[config.mk]
export PLATFORM = sky130hd
export DESIGN_NAME = serial_adder
export DESIGN_NICKNAME = d
export VERILOG_FILES = /design/src/rtl/adder_pkg.sv /design/src/rtl/adder_digit.sv /design/src/rtl/full_adder_df.sv /design/src/rtl/serial_adder.sv
export SDC_FILE = /design/constraint.sdc
export NUM_CORES = 1
export LEC_CHECK = 0
export CORE_UTILIZATION = 58
export CTS_BUF_LIST = sky130_fd_sc_hd__clkbuf_4 sky130_fd_sc_hd__clkbuf_8
export DETAILED_ROUTE_END_ITERATION = 8
export GPL_TIMING_DRIVEN = 0
export PLACE_DENSITY = 0.85
export SYNTH_ARGS = -nofsm -noshare
export SYNTH_HDL_FRONTEND = slang
export SYNTH_HIERARCHICAL = 1
export SYNTH_SLANG_ARGS = --single-unit
[constraint.sdc]
create_clock -name clk -period 2.65 [get_ports clk]
set_clock_uncertainty 0.2 [all_clocks]
set_input_delay 0.3975 -clock clk [delete_from_list [all_inputs] [get_ports clk]]
set_output_delay 0.3975 -clock clk [all_outputs]
set_load 0.02 [all_outputs]
[src/rtl/adder_pkg.sv]
// rtl/adder_pkg.sv - shared FSM encoding and parameter check for serial_adder
//
// Purpose : state encoding for the serial adder FSM and an elaboration-time
//           helper that validates the WIDTH/DIGIT pairing.
// Ports   : none (package).
package adder_pkg;

   typedef enum logic [1:0] {
      IDLE = 2'd0,
      RUN  = 2'd1,
      DONE = 2'd2
   } state_t;

   // True when DIGIT slices WIDTH into a whole number of digits.
   function automatic bit digit_divides(input int width, input int digit);
      return (width >= 1) && (digit >= 1) && ((width % digit) == 0);
   endfunction

endpackage

[src/rtl/adder_digit.sv]
// rtl/adder_digit.sv - DIGIT-bit combinational ripple slice
//
// Purpose : ripple chain of full_adder_df cells, reused every RUN cycle.
// Ports   : a, b     - DIGIT-bit addend digits
//           ci       - carry into bit 0 of the digit
//           s        - DIGIT-bit digit sum
//           co       - carry out of the digit MSB
//           c_msb_in - carry into the digit MSB (signed overflow detection)
module adder_digit #(
   parameter int DIGIT = 1
) (
   input  logic [DIGIT-1:0] a,
   input  logic [DIGIT-1:0] b,
   input  logic             ci,
   output logic [DIGIT-1:0] s,
   output logic             co,
   output logic             c_msb_in
);

   logic [DIGIT:0] c;

   assign c[0] = ci;

   for (genvar i = 0; i < DIGIT; i++) begin : g_bit
      full_adder_df u_fa (
         .a  (a[i]),
         .b  (b[i]),
         .ci (c[i]),
         .s  (s[i]),
         .co (c[i+1])
      );
   end

   assign co       = c[DIGIT];
   assign c_msb_in = c[DIGIT-1];

endmodule

[src/rtl/full_adder_df.sv]
// rtl/full_adder_df.sv - single-bit dataflow full adder cell
//
// Purpose : one-bit full adder, the building block of the digit slice.
// Ports   : a, b, ci - addend bits and carry in
//           s        - sum bit
//           co       - carry out
module full_adder_df (
   input  logic a,
   input  logic b,
   input  logic ci,
   output logic s,
   output logic co
);

   assign s  = a ^ b ^ ci;
   assign co = (a & b) | (ci & (a ^ b));

endmodule

[src/rtl/serial_adder.sv]
// rtl/serial_adder.sv - digit-serial WIDTH-bit adder with start/done handshake
//
// Purpose : adds a + b + cin, DIGIT bits per clock, reusing one adder_digit
//           slice with a registered carry between digits.
// Ports   : clk   - rising-edge clock
//           rst_n - asynchronous active-low reset
//           start - request, accepted in IDLE or DONE
//           a, b  - WIDTH-bit operands, captured on accept
//           cin   - carry in, captured on accept
//           busy  - high while running
//           done  - one-cycle pulse when sum/cout become valid
//           sum   - (a + b + cin) mod 2^WIDTH, held until the next result
//           cout  - carry out of bit WIDTH-1
//           ovf   - signed overflow (only with SERIAL_ADDER_OVF_EN defined)
// Macro   : SERIAL_ADDER_OVF_EN adds the ovf output and its register.
module serial_adder
   import adder_pkg::*;
#(
   parameter int WIDTH = 8,
   parameter int DIGIT = 1
) (
   input  logic             clk,
   input  logic             rst_n,
   input  logic             start,
   input  logic [WIDTH-1:0] a,
   input  logic [WIDTH-1:0] b,
   input  logic             cin,
   output logic             busy,
   output logic             done,
   output logic [WIDTH-1:0] sum,
   output logic             cout
`ifdef SERIAL_ADDER_OVF_EN
   ,
   output logic             ovf
`endif
);

   localparam int NDIG  = WIDTH / DIGIT;
   localparam int CNT_W = (NDIG > 1) ? $clog2(NDIG) : 1;

   if (!digit_divides(WIDTH, DIGIT)) begin : g_bad_cfg
      $fatal(1, "serial_adder: DIGIT must divide WIDTH");
   end

   state_t             state_q,  state_d;
   logic [WIDTH-1:0]   a_sh_q,   a_sh_d;
   logic [WIDTH-1:0]   b_sh_q,   b_sh_d;
   logic               carry_q,  carry_d;
   logic [CNT_W-1:0]   cnt_q,    cnt_d;
   logic [WIDTH-1:0]   res_q,    res_d;
   logic [WIDTH-1:0]   sum_q,    sum_d;
   logic               cout_q,   cout_d;

   logic [DIGIT-1:0]   dig_s;
   logic               dig_co;
   logic [WIDTH-1:0]   res_next;
   logic               last_digit;

`ifdef SERIAL_ADDER_OVF_EN
   logic               ovf_q,    ovf_d;
   logic               dig_c_msb_in;
`else
   logic               unused_c_msb_in;
`endif

   adder_digit #(
      .DIGIT (DIGIT)
   ) u_digit (
      .a        (a_sh_q[DIGIT-1:0]),
      .b        (b_sh_q[DIGIT-1:0]),
      .ci       (carry_q),
      .s        (dig_s),
      .co       (dig_co),
`ifdef SERIAL_ADDER_OVF_EN
      .c_msb_in (dig_c_msb_in)
`else
      .c_msb_in (unused_c_msb_in)
`endif
   );

   // New digit enters at the MSB end; after NDIG shifts the first digit
   // has walked down to sum[DIGIT-1:0].
   assign res_next   = (res_q >> DIGIT) | (WIDTH'(dig_s) << (WIDTH - DIGIT));
   assign last_digit = (cnt_q == CNT_W'(NDIG - 1));

   always_comb begin
      state_d = state_q;
      a_sh_d  = a_sh_q;
      b_sh_d  = b_sh_q;
      carry_d = carry_q;
      cnt_d   = cnt_q;
      res_d   = res_q;
      sum_d   = sum_q;
      cout_d  = cout_q;
`ifdef SERIAL_ADDER_OVF_EN
      ovf_d   = ovf_q;
`endif
      case (state_q)
         IDLE, DONE: begin
            if (start) begin
               a_sh_d  = a;
               b_sh_d  = b;
               carry_d = cin;
               cnt_d   = '0;
               state_d = RUN;
            end else begin
               state_d = IDLE;
            end
         end
         RUN: begin
            a_sh_d  = a_sh_q >> DIGIT;
            b_sh_d  = b_sh_q >> DIGIT;
            carry_d = dig_co;
            cnt_d   = cnt_q + CNT_W'(1);
            res_d   = res_next;
            // Visible result changes only on the way into DONE, so the
            // previous sum stays readable for the whole run.
            if (last_digit) begin
               state_d = DONE;
               sum_d   = res_next;
               cout_d  = dig_co;
`ifdef SERIAL_ADDER_OVF_EN
               ovf_d   = dig_co ^ dig_c_msb_in;
`endif
            end
         end
         default: state_d = IDLE;
      endcase
   end

   always_ff @(posedge clk or negedge rst_n) begin
      if (!rst_n) begin
         state_q <= IDLE;
         a_sh_q  <= '0;
         b_sh_q  <= '0;
         carry_q <= 1'b0;
         cnt_q   <= '0;
         res_q   <= '0;
         sum_q   <= '0;
         cout_q  <= 1'b0;
`ifdef SERIAL_ADDER_OVF_EN
         ovf_q   <= 1'b0;
`endif
      end else begin
         state_q <= state_d;
         a_sh_q  <= a_sh_d;
         b_sh_q  <= b_sh_d;
         carry_q <= carry_d;
         cnt_q   <= cnt_d;
         res_q   <= res_d;
         sum_q   <= sum_d;
         cout_q  <= cout_d;
`ifdef SERIAL_ADDER_OVF_EN
         ovf_q   <= ovf_d;
`endif
      end
   end

   assign busy = (state_q == RUN);
   assign done = (state_q == DONE);
   assign sum  = sum_q;
   assign cout = cout_q;
`ifdef SERIAL_ADDER_OVF_EN
   assign ovf  = ovf_q;
`endif

endmodule

==> metrics, run 1 <==
status finished, violations left; failing checks design-rule violations; # clock sinks 38; Pwr Density between 1000 and 1500 nW/µm²; Syn Area/Cell between 10 and 15 µm²; Vias/cell around 5.7; total net switching power ~0.00097 W; input/output buffers 30; # resized after CTS 0; root buffer cell clkbuf_4; clock-pin slew on the worst setup and hold paths about 0.12 ns; crit path kind flip-flop to output pin; die height roughly 57 µm; Worst Setup SP state_q[0]; Clock Tree Buf Depth 2; leak pwr ~1.0 nW; Placed Cells 207; total number of vias 1,239; placed wire-length estimate around 2300 µm; GRT Util Overall 0.225; Power Total roughly 0.0028 W; total number of yosys warnings 6; CP Capture Type output pin; Worst Tran Pin Value 0.824 ns; post-CTS setup buffer count 0; later-pin clock latency in the skew report about 0.34 ns; initial antenna violation count 0; Max Freq 402 MHz; r2r startpoint cnt_q[0]; synthesized instance count between 100 and 150; Reg power frac 0.373; RSZ-0062 raised after global routing no; max incr delay on CP roughly 0.61 ns; IO Count 31; # hold bufs at CTS 1; initial DRC count 30; slowest cell on the critical path clkdlybuf4s50_1; std cell rows 19; 1st-pass router iterations 7; clock buffer count from CTS 5; Slew Viols, Final 0; Final setup viols 0; Rel. slew slack 0.451; RD Place Congestion between 0.7 and 0.8; synthesized area between 1500 and 2000 µm²; CTS tree done; floorplan die width about 57 µm; # nets final slightly above 200; setup TNS 0 ns; Post-DRT Antenna Nets 0; worst-path fanout max 10; Final Hold Viols 0; Reg2Reg Setup Slack 1.00 ns; Post-Layout Cell Count 216; total grt overflow 0; vias in the first global route about 1,300; Tcrit/Tclk final 0.938; CP cell instances buf_4 -> clkbuf_1 -> nor2b_1 -> clkdlybuf4s50_1; sw frac 0.353; crit start category flip-flop; Post-Route WL 3220 µm; Hold WC Path Type flip-flop to flip-flop; critical hold path startpoint res_q[1]; P_int between 0.0015 and 0.002 W; first-pass GRT wire length between 5000 and 6000 µm; syn_nets roughly 170; initial core utilization 0.625; Crit path arrival time about 1.9 ns; max_cap viols 0; Critical Path RT 2.05 ns; routed len/inst 14.9 µm; maximum vdd drop 0.768 mV; Area growth, synth to finish 25.8%; number of diodes 0; H-tree depth 2; clock period minus worst slack approximately 2.5 ns; clock power share 0.185; hold_ws just under 0.3 ns; die footprint ~3300 µm²; Remaining DRCs 3; core area 2830 µm²; largest net degree at the start of global routing 39; Comb pwr share 0.442; layout cell share with drive strength beyond 1 0.232
-- layout make-up --
cell class / count / area (µm²)
buffer: 8 / 65.1
clock buffer: 6 / 51.3
clock inverter: 2 / 60.1
fill: 181 / 607
inverter: 13 / 56.3
multi-input combinational: 87 / 694
sequential: 38 / 951
tap: 31 / 38.8
timing repair buffer: 31 / 305
-- flip-flops by register name, summed over array words and instances (netlist names) --
name and flops:
cnt_q 3, state_q 2, res_q 7, cout 1
sum 8, b_sh_q 8, carry_q 1, a_sh_q 8
-- metrics by stage --
| stage | util | area [µm²] | setup WS [ns] |
|---|---|---|---|
| 2_1_floorplan | - | 1770 | 1.03 |
| 3_3_place_gp | 0.744 | 2110 | 0.185 |
| 3_5_place_dp | 0.743 | 2100 | 0.562 |
| 4_1_cts | 0.785 | 2220 | 0.160 |
| 5_1_grt | 0.785 | 2220 | 0.0926 |
| 6_report | 0.785 | 2220 | 0.164 |
-- power by group through the flow --
stage | Sequential, W | Clock (W) | Combinational, W
2_1_floorplan | 0.00107 | 0 | 0.000810
3_3_place_gp | 0.00101 | 0 | 0.00116
3_5_place_dp | 0.00104 | 0 | 0.00121
4_1_cts | 0.00103 | 0.000518 | 0.00123
5_1_grt | 0.00106 | 0.000540 | 0.00133
6_report | 0.00103 | 0.000509 | 0.00122
-- cells in the final DEF, fill, tap and decap left out, types with 2 or more instances in the layout --
master           count
dfrtp_1             38
a211oi_1             4
a22o_1               5
ha_1                 2
clkbuf_4             5
buf_4                3
clkdlybuf4s50_1     29
nand2_1             21
o22ai_2              2
nor2b_1              6
mux2i_1              4
buf_2                2
bufinv_16            2
a21oi_1              5
a21oi_2             10
mux2_4               9
mux2_2               2
buf_6                3
o22ai_1              9
inv_1               12
-- critical path, delay by kind of cell, from the launching register on --
family,cells,cell delay (ns)
simple gates,1,0.15
flops,1,0.39
buf+inv,3,1.01
-- final timing paths --
kind | endpoint | cells after the start
max | done | 4
min | res_q[1] | 2
max reg2reg | sum[0] | 4
min reg2reg | res_q[1] | 2
max in group asynchronous | b_sh_q[0] | 2
min in group asynchronous | sum[6] | 2
-- per-layer routing --
layer	part of all wire	global-route usage
met5	0	0
met4	0.0096	0.0767
met3	0.044	0.0635
met2	0.52	0.385
met1	0.42	0.276
(Power assumes the default switching activity.)
==> inputs of run 2 (changes only) <==
SLEW_MARGIN = 20   (was not set)
==> run 2 against run 1 <==
Against the previous run: the flow still finishes with violations (design-rule violations); total power fell by 6.8%; clock-buffer cell count grew 1; die area is the same; largest cell class unchanged; highest routed layer unchanged.
==> metrics, run 2 (same netlist as run 1, synthesis figures left out) <==
status finished, violations left; failing checks design-rule violations; fin area between 2000 and 2500 µm²; largest net degree at the start of global routing 24; CTS tree done; initial antenna violation count 0; 1st-pass router iterations 6; commonest non-fill, non-tap cells in the layout dfrtp_1 (38), clkdlybuf4s50_1 (29), nand2_1 (21); Critical Path RT ~2.1 ns; die height between 50 and 60 µm; clock buffer count from CTS 5; routed len/inst about 15 µm; layout cell share with drive strength beyond 1 0.237; post-CTS setup buffer count 0; Pwr Density roughly 1200 nW/µm²; number of diodes 0; CP Capture Type output pin; Final setup viols 0; crit path kind flip-flop to output pin; std cell rows 19; IO Count 31; floorplan die width between 50 and 60 µm; Final Hold Viols 0; H-tree depth 2; leak pwr around 1.0 nW; Remaining DRCs 3; Crit path arrival time between 1.5 and 2 ns; total grt overflow 0; number of fillers in the final layout between 150 and 200; max_cap viols 0; # nets final between 200 and 250; Post-DRT Antenna Nets 0; worst-path fanout max 10; crit start category flip-flop; Area growth, synth to finish 24.6%; core area roughly 2800 µm²; # resized after CTS 0; Post-Route WL 3200 µm; Max Freq between 400 and 500 MHz; placed wire-length estimate between 2000 and 2500 µm; vias in the first global route 1,263; worst setup margin 0.179 ns; first-pass GRT wire length 5530 µm; total number of vias between 1,000 and 1,500; Final Util 0.778; later-pin clock latency in the skew report approximately 0.35 ns; initial core utilization 0.625; RSZ-0062 raised after global routing no; Worst Tran Pin Value roughly 0.41 ns; Slew Viols, Final 0; leading cell type in the layout, fill and taps excluded dfrtp_1; Rel. slew slack 0.727; root buffer cell clkbuf_4; # clock sinks 38; Hold WC Path Type primary input to async pin; die footprint ~3300 µm²; initial DRC count 33; input/output buffers 30; maximum vdd drop 0.681 mV; Clock Tree Buf Depth 2; clock period minus worst slack about 2.5 ns; clock-pin slew on the worst setup and hold paths around 0.11 ns; Cell Area, Placed 2130 µm²; pre-CTS WS about 0.55 ns; Vias/cell about 5.6; RD Place Congestion between 0.7 and 0.8; GRT Util Overall 0.226; setup TNS 0 ns; Tcrit/Tclk final 0.933
-- run 2: cell count changes in the layout (fill, tap and decap cells not counted) --
cell	change
buf_16	+1
bufinv_16	-2
clkinv_2	+1
clkbuf_4	+1
-- run 2: layout make-up --
type                    count  area, µm²  share of cell area
flip-flops and latches     38        951               0.432
multi-input cells          87        694               0.315
repair buffers             32        333               0.151
plain buffers               8       65.1              0.0295
clock buffers               7       58.8              0.0267
inverters                  13       56.3              0.0256
well taps                  31       38.8              0.0176
clock inverters             1       5.00             0.00227
-- run 2: path summary, 6_finish.rpt --
kind,start,depth (start not counted),end,slack (ns)
worst max-delay path,state_q[0],4,done,0.18
worst min-delay path,rst_n,2,sum[4],0.29
worst max register to register,cnt_q[0],4,sum[7],0.99
worst min register to register,res_q[1],2,res_q[1],0.30
max in group asynchronous,rst_n,3,state_q[0],1.51
min in group clk,res_q[1],2,res_q[1],0.30
-- run 2: through the flow --
step           power (W)  std cells  hold slack [ns]
2_1_floorplan    0.00188        146          -0.0981
3_3_place_gp     0.00218        207            0.262
3_5_place_dp     0.00226        208            0.142
4_1_cts          0.00259        217            0.295
5_1_grt          0.00275        217            0.314
6_report         0.00257        217            0.294
-- run 2: timing repair --
item                                   4_1_cts  5_1_grt
setup endpoints to repair                    0        0
hold buffers                                 1        0
endpoints found under the hold margin       15        0
-- run 2: critical path, stage by stage, from the launching register on --
cell,delay (ns)
dfrtp_1,0.38
buf_4,0.17
clkbuf_1,0.22
nor2b_1,0.15
clkdlybuf4s50_1,0.61
-- run 2: routing by layer --
layer  global-route usage  vias to the layer above  wire length, µm
met1                0.275                      606             1340
met4               0.0732                        0               52
met3               0.0612                        5              163
met5                    0                        -                0
met2                0.392                       35             1640
li1                     -                      576                -
-- run 2: report_power, final --
part           leakage, nW  switching (W)  internal (W)  total (W)
registers            0.461       0.000178      0.000849    0.00103
clock network       0.0387       0.000183      0.000139   0.000322
logic                0.537       0.000601      0.000618    0.00122
total                 1.04       0.000962       0.00161    0.00257
